File: src/rtl/audio_i2s_tx_pkg.sv
// Shared constants, sample type and gain helper for the I2S transmit path.
// Latency: n/a (declarations only).
// Backpressure: n/a; the I2S stream is free-running and never stalls.
package audio_pkg;

    localparam int FRAME_SLOTS = 64;   // BCLK periods per stereo frame
    localparam int WORD_SLOTS  = 32;   // BCLK periods per channel half-frame
    localparam int SAMPLE_W    = 16;
    localparam int GAIN_ONE    = 256;  // unity gain in 1.8 fixed point
    localparam int GAIN_STEP   = 8;    // gain change per frame: 32 frames per full ramp

    typedef logic signed [SAMPLE_W-1:0] sample_t;

    // (sample * gain) >>> 8 on a signed product. Gain is always non-negative,
    // so it is zero-extended before the signed multiply. Unity gain (256)
    // passes the sample through unchanged.
    function automatic sample_t apply_gain(sample_t s, logic [8:0] g);
        logic signed [25:0] p;
        p = s * $signed({1'b0, g});
        return p[23:8];
    endfunction

endpackage

File: src/rtl/audio_i2s_tx_if.sv
// Mixer-side and DAC-side signals of the I2S transmitter, bundled for port use.
// Latency: n/a (wiring only).
// Backpressure: none; the transmitter pulls one sample pair per frame on sample_strobe.
// Ports: mute, audio_l, audio_r (mixer -> tx); sample_strobe, i2s_bclk,
//        i2s_lrck, i2s_data (tx -> mixer / DAC).
interface audio_i2s_tx_if;
    import audio_pkg::*;

    logic    mute;
    sample_t audio_l;
    sample_t audio_r;
    logic    sample_strobe;
    logic    i2s_bclk;
    logic    i2s_lrck;
    logic    i2s_data;

    // master: the mixer / DAC environment; slave: the transmitter itself
    modport master (
        output mute, audio_l, audio_r,
        input  sample_strobe, i2s_bclk, i2s_lrck, i2s_data
    );

    modport slave (
        input  mute, audio_l, audio_r,
        output sample_strobe, i2s_bclk, i2s_lrck, i2s_data
    );

endinterface

File: src/rtl/audio_i2s_tx_clkgen.sv
// Divides clk into BCLK/LRCK and a 64-slot frame counter; emits per-cycle enables.
// Latency: bclk_fall/frame_start are combinational, valid in the cycle before the edge registers.
// Backpressure: none; free-running from reset release.
// Ports: clk, reset_n (sync, active-low); bclk, lrck (registered clocks out);
//        bclk_fall, frame_start (one-cycle enables); next_slot (slot after this fall).
module audio_i2s_clkgen
    import audio_pkg::*;
#(
    parameter int BCLK_DIV = 4
) (
    input  logic       clk,
    input  logic       reset_n,
    output logic       bclk,
    output logic       lrck,
    output logic       bclk_fall,
    output logic       frame_start,
    output logic [5:0] next_slot
);

    logic [7:0] div_cnt;
    logic [5:0] slot;
    logic       div_wrap;

    assign div_wrap    = (div_cnt == 8'(BCLK_DIV - 1));
    // bclk is high now and toggles on the wrap, so this edge is a falling one
    assign bclk_fall   = div_wrap && bclk;
    assign next_slot   = slot + 6'd1;
    assign frame_start = bclk_fall && (slot == 6'(FRAME_SLOTS - 1));

    always_ff @(posedge clk) begin
        if (!reset_n) begin
            div_cnt <= '0;
            bclk    <= 1'b0;
            slot    <= '0;
            lrck    <= 1'b0;
        end else begin
            div_cnt <= div_wrap ? 8'd0 : div_cnt + 8'd1;
            if (div_wrap) begin
                bclk <= ~bclk;
            end
            if (bclk_fall) begin
                slot <= next_slot;
                lrck <= next_slot[5];
            end
        end
    end

endmodule

File: src/rtl/audio_i2s_tx.sv
// I2S transmitter: latches one stereo pair per 64-slot frame, shifts it out MSB first.
// Latency: sample MSB appears on i2s_data one BCLK (2*BCLK_DIV clk) after sample_strobe.
// Backpressure: none; inputs are sampled only at frame start, mid-frame changes are ignored.
// Ports: clk, reset_n (sync, active-low), bus (audio_i2s_tx_if.slave).
// Build option AUDIO_I2S_SOFT_MUTE_EN: mute ramps a 0..256 gain by 8 per frame
// instead of zeroing the sample outright.
module audio_i2s_tx
    import audio_pkg::*;
#(
    parameter int BCLK_DIV = 4
) (
    input  logic           clk,
    input  logic           reset_n,
    audio_i2s_tx_if.slave  bus
);

    logic       bclk;
    logic       lrck;
    logic       bclk_fall;
    logic       frame_start;
    logic [5:0] next_slot;

    sample_t    sh_l;
    sample_t    sh_r;
    sample_t    load_l;
    sample_t    load_r;
    logic       data_q;
    logic       data_nxt;
    logic       strobe_q;
    logic       in_word;
    logic [3:0] bit_idx;

    audio_i2s_clkgen #(
        .BCLK_DIV (BCLK_DIV)
    ) u_clkgen (
        .clk         (clk),
        .reset_n     (reset_n),
        .bclk        (bclk),
        .lrck        (lrck),
        .bclk_fall   (bclk_fall),
        .frame_start (frame_start),
        .next_slot   (next_slot)
    );

`ifdef AUDIO_I2S_SOFT_MUTE_EN
    logic [8:0] gain;
    logic [8:0] gain_nxt;

    // The gain step is taken first so the new gain applies to this frame's sample.
    always_comb begin
        gain_nxt = gain;
        if (bus.mute) begin
            gain_nxt = (gain < 9'(GAIN_STEP)) ? 9'd0 : gain - 9'(GAIN_STEP);
        end else begin
            gain_nxt = (gain > 9'(GAIN_ONE - GAIN_STEP)) ? 9'(GAIN_ONE) : gain + 9'(GAIN_STEP);
        end
    end

    assign load_l = apply_gain(bus.audio_l, gain_nxt);
    assign load_r = apply_gain(bus.audio_r, gain_nxt);

    always_ff @(posedge clk) begin
        if (!reset_n) begin
            gain <= '0;
        end else if (frame_start) begin
            gain <= gain_nxt;
        end
    end
`else
    assign load_l = bus.mute ? sample_t'(0) : bus.audio_l;
    assign load_r = bus.mute ? sample_t'(0) : bus.audio_r;
`endif

    // One-bit I2S delay: slot 1 carries bit 15, slot 16 carries bit 0 of each
    // half-frame; slot 0 and slots 17..31 are padding. The mux looks at the
    // slot being entered because data is registered on the same falling edge.
    assign in_word = (next_slot[4:0] != 5'd0) && (next_slot[4:0] <= 5'd16);
    assign bit_idx = 4'(5'd16 - next_slot[4:0]);

    always_comb begin
        data_nxt = 1'b0;
        if (in_word) begin
            data_nxt = next_slot[5] ? sh_r[bit_idx] : sh_l[bit_idx];
        end
    end

    always_ff @(posedge clk) begin
        if (!reset_n) begin
            sh_l     <= '0;
            sh_r     <= '0;
            data_q   <= 1'b0;
            strobe_q <= 1'b0;
        end else begin
            strobe_q <= frame_start;
            if (frame_start) begin
                sh_l <= load_l;
                sh_r <= load_r;
            end
            if (bclk_fall) begin
                data_q <= data_nxt;
            end
        end
    end

    assign bus.sample_strobe = strobe_q;
    assign bus.i2s_bclk      = bclk;
    assign bus.i2s_lrck      = lrck;
    assign bus.i2s_data      = data_q;

endmodule

File: src/flat_wrapper.sv
// flat-port wrapper written by rule: the top's interface ports become plain ports
module audio_i2s_tx_flat import audio_pkg::*;
#(
    parameter int BCLK_DIV = 4
)
  (clk, reset_n, bus_mute, bus_audio_l, bus_audio_r, bus_sample_strobe, bus_i2s_bclk, bus_i2s_lrck, bus_i2s_data);
  audio_i2s_tx_if bus_i ();
  input  logic clk;
  input  logic reset_n;
  input wire logic [$bits(bus_i.mute)-1:0] bus_mute;
  input wire logic [$bits(bus_i.audio_l)-1:0] bus_audio_l;
  input wire logic [$bits(bus_i.audio_r)-1:0] bus_audio_r;
  output wire logic [$bits(bus_i.sample_strobe)-1:0] bus_sample_strobe;
  output wire logic [$bits(bus_i.i2s_bclk)-1:0] bus_i2s_bclk;
  output wire logic [$bits(bus_i.i2s_lrck)-1:0] bus_i2s_lrck;
  output wire logic [$bits(bus_i.i2s_data)-1:0] bus_i2s_data;
  assign bus_i.mute = bus_mute;
  assign bus_i.audio_l = bus_audio_l;
  assign bus_i.audio_r = bus_audio_r;
  assign bus_sample_strobe = bus_i.sample_strobe;
  assign bus_i2s_bclk = bus_i.i2s_bclk;
  assign bus_i2s_lrck = bus_i.i2s_lrck;
  assign bus_i2s_data = bus_i.i2s_data;
  audio_i2s_tx #(.BCLK_DIV(BCLK_DIV)) u_core (.clk(clk), .reset_n(reset_n), .bus(bus_i));
endmodule
File: config.mk
export PLATFORM = sky130hd
export DESIGN_NAME = audio_i2s_tx_flat
export DESIGN_NICKNAME = d
export VERILOG_FILES = /design/src/rtl/audio_i2s_tx_pkg.sv /design/src/rtl/audio_i2s_tx_if.sv /design/src/rtl/audio_i2s_tx_clkgen.sv /design/src/rtl/audio_i2s_tx.sv /design/src/flat_wrapper.sv
export SDC_FILE = /design/constraint.sdc
export NUM_CORES = 1
export LEC_CHECK = 0
export BUFFER_PORTS_ARGS = -buffer_cell sky130_fd_sc_hd__buf_2
export CAP_MARGIN = 20
export CORE_AREA = 2 2 86 88
export DETAILED_ROUTE_END_ITERATION = 10
export DIE_AREA = 0 0 88 90
export PLACE_DENSITY_LB_ADDON = 0.12
export SYNTH_ARGS = -nofsm -noshare
export SYNTH_HDL_FRONTEND = slang
export SYNTH_SLANG_ARGS = --single-unit
File: constraint.sdc
create_clock -name clk -period 2.9 [get_ports clk]
set_input_delay 0.145 -clock clk [delete_from_list [all_inputs] [get_ports clk]]
set_output_delay 0.145 -clock clk [all_outputs]
set_load 0.01 [all_outputs]
==> metrics.md <==
| Metric | Value |
|---|---|
| Status | `finished, final reports clean` |
| Worst EP required | `3.14 ns` |
| Power density cells | `459 nW/um^2` |
| Hold buffer count at CTS | `0` |
| DIE AREA | `7920 um^2` |
| ANT cells | `0` |
| GRT Total Usage | `0.138` |
| Die height | `90 um` |
| Reg2reg start | `u_core.u_clkgen.div_cnt[7]` |
| Fin crit period | `2.54 ns` |
| Most frequent cell after synthesis | `nor2_1` |
| Leakage | `0.986 nW` |
| First-pass GRT wire length | `8600 um` |
| RSZ-0062 raised after global routing | `false` |
| Flop pwr share | `0.539` |
| Routability cong. | `0.738` |
| Max-Cap Viols | `0` |
| Pint | `0.000994 W` |
| CTS resizes | `0` |
| Cell Area, Synth | `2380 um^2` |
| Clock Pin Slew Worst Setup and Hold Paths | `0.09 ns` |
| Setup CP Type | `flip-flop to flip-flop` |
| Ranking of synthesized cells by area | `dfxtp_1 (41%), nor3b_2 (8.9%), nor2_1 (7.9%), mux4_2 (7.6%), a21oi_1 (6.9%)` |
| IO Pins | `39` |
| Reg2reg end | `u_core.sh_l[4]` |
| # Post-CTS Setup Buffers | `0` |
| Yosys top cell by area | `dfxtp_1` |
| Clk_lat worst skew | `0.30 ns` |
| CP startpoint kind | `flip-flop` |
| CTS sink count | `49` |
| Num rows | `31` |
| Synth warn | `0` |
| TritonCTS clock tree | `done` |
| Leading cell types by count after synthesis | `nor2_1 (50), dfxtp_1 (49), a21oi_1 (33), nor3b_2 (17), nor3b_1 (16)` |
| Slew Limit Fails | `0` |
| Worst Hold Class | `input port to flip-flop` |
| Max Fclk | `394 MHz` |
| Vias in the first global route | `1,740` |
| Least-Margin Pin Slew | `0.799 ns` |
| Share of post-route cells with drive strength above 1 | `0.279` |
| Peak supply drop | `0.161 mV` |
| Reg-to-reg setup timing slack | `0.36 ns` |
| CP Data Arrival Time | `2.78 ns` |
| Net switching power figure | `0.000275 W` |
| R2R cell count | `6` |
| Initial antenna violation count | `0` |
| CTS buffer count | `5` |
| Mapped Nets | `294` |
| Final setup violation count | `0` |
| Final WL | `5110 um` |
| Tot Pwr | `0.00127 W` |
| Sw Share | `0.217` |
| IO Port Bufs | `38` |
| Area share of the largest cell type after synthesis | `0.411` |
| Post-synth EDFFs | `0` |
| Worst Hold End | `u_core.u_clkgen.div_cnt[1]` |
| Core footprint | `7020 um^2` |
| Largest net degree at the start of global routing | `66` |
| # DRC | `0` |
| Clock tree root buffer cell | `clkbuf_8` |
| CP Max Fanout | `65` |
| Drt pass-1 iters | `4` |
| Clock power frac | `0.404` |
| Synth Instances | `257` |
| Seq cells post-synth | `49` |
| Synth cell types | `33` |
| Hold wc startpoint | `reset_n` |
| Headroom to the max-slew limit | `0.467` |
| Final HPWL DP | `3440 um` |
| Overflow after GRT | `0` |
| DR vias | `1,817` |
| # H-tree levels | `2` |
| Ys async rst share | `0` |
| Worst hold path depth | `2` |
| Drt wl/cell | `13.1 um` |
| Detailed Route Iter0 Violations | `90` |
| Die width | `88 um` |
| Combinational share of power | `0.057` |
| Vias per cell | `4.67` |
| Synth Flop Type | `dfxtp_1` |
| Area grow syn2layout | `15.8%` |
| Setup_tns | `0 ns` |
| Setup Skew | `0.00913 ns` |
| Nets | `326` |
| Critical Path Sink Type | `flip-flop` |
| Crit share post-route | `0.875` |
| Initial core utilization | `0.340` |
| Syn_area_per_cell | `9.28 um^2` |
| Post-DRT Antenna Nets | `0` |
| Endpoints failing hold | `0` |
| Max Root-Sink Buffers | `2` |
| Post-synthesis sequential area ratio | `0.411` |
## placed cells by master (no fill, tap or decap), types with 5 or more instances in the layout
master / count
xor2_1: 7
xnor2_1: 6
nor3b_2: 17
buf_2: 38
dfxtp_1: 49
nand2_1: 14
a21oi_1: 33
nand3_1: 8
mux4_2: 8
clkbuf_8: 6
nor3b_1: 16
nor2_1: 50
buf_4: 5
## per-stage QoR
step | worst slack [ns] | hold slack (ns) | area [um^2] | std cells | util
2_1_floorplan | 0.640 | 0.291 | 2380 | 257 | -
3_3_place_gp | 0.410 | 0.445 | 2640 | 381 | 0.376
3_5_place_dp | 0.386 | 0.452 | 2640 | 381 | 0.376
4_1_cts | 0.352 | 0.132 | 2760 | 389 | 0.394
5_1_grt | 0.205 | 0.146 | 2760 | 389 | 0.394
6_report | 0.364 | 0.141 | 2760 | 389 | 0.394
## layout make-up
cell class / count / area [um^2]
Clock buffer: 6 / 82.6
Inverter: 3 / 11.3
Clock inverter: 2 / 37.5
Sequential cell: 49 / 981
Fill cell: 734 / 4260
Tap cell: 99 / 124
Timing Repair Buffer: 43 / 228
Multi-Input combinational cell: 187 / 1300
## worst max-delay path, stage by stage, from the launching register on
cell	delay [ns]
dfxtp_1	0.33
or4_4	0.54
or3_4	0.41
or3_4	0.68
nor3b_1	0.35
a21oi_1	0.07
nor2_1	0.10
## logic make-up (layout without fill, tap and decap cells)
group / Yosys count / in the layout / synth area share
simple gates: 121 / 121 / 0.310
flops: 49 / 49 / 0.411
compound gates: 43 / 43 / 0.101
buf+inv: 21 / 54 / 0.0441
xor+xnor: 13 / 13 / 0.0477
mux: 8 / 8 / 0.0755
fa+ha+maj: 2 / 2 / 0.0105
## registers in the layout, summed over array words and instances, names as in the netlist
name	flops
u_core.u_clkgen.div_cnt	8
u_core.u_clkgen.bclk	1
u_core.bus.sample_strobe	1
u_core.sh_l	16
u_core.u_clkgen.slot	5
u_core.sh_r	16
u_core.bus.i2s_data	1
u_core.u_clkgen.lrck	1
## worst max-delay path by stage
stage                                     startpoint         endpoint  slack (ns)  cells past startpoint
after floorplan           u_core.u_clkgen.div_cnt[7]  u_core.sh_l[10]        0.64                      7
after global placement    u_core.u_clkgen.div_cnt[7]   u_core.sh_l[4]        0.41                      6
after detailed placement  u_core.u_clkgen.div_cnt[7]   u_core.sh_l[6]        0.39                      6
after CTS                 u_core.u_clkgen.div_cnt[7]   u_core.sh_l[6]        0.35                      6
after global routing      u_core.u_clkgen.div_cnt[6]   u_core.sh_l[9]        0.21                      6
final                     u_core.u_clkgen.div_cnt[7]   u_core.sh_l[4]        0.36                      6
## layer usage
layer	up-vias	global-route usage	wire, um
met4	0	0.0385	70
li1	952	-	-
met5	-	0	0
met3	7	0.0386	185
met1	829	0.199	2610
met2	29	0.199	2240
## power by group through the flow
stage / logic, W / clock network (W) / registers, W
6_report: 0.0000722 / 0.000513 / 0.000684
3_3_place_gp: 0.0000743 / 0 / 0.000700
5_1_grt: 0.0000812 / 0.000561 / 0.000686
3_5_place_dp: 0.0000738 / 0 / 0.000700
4_1_cts: 0.0000742 / 0.000529 / 0.000684
2_1_floorplan: 0.0000403 / 0 / 0.000699
Power figures use the tool's default switching activity.
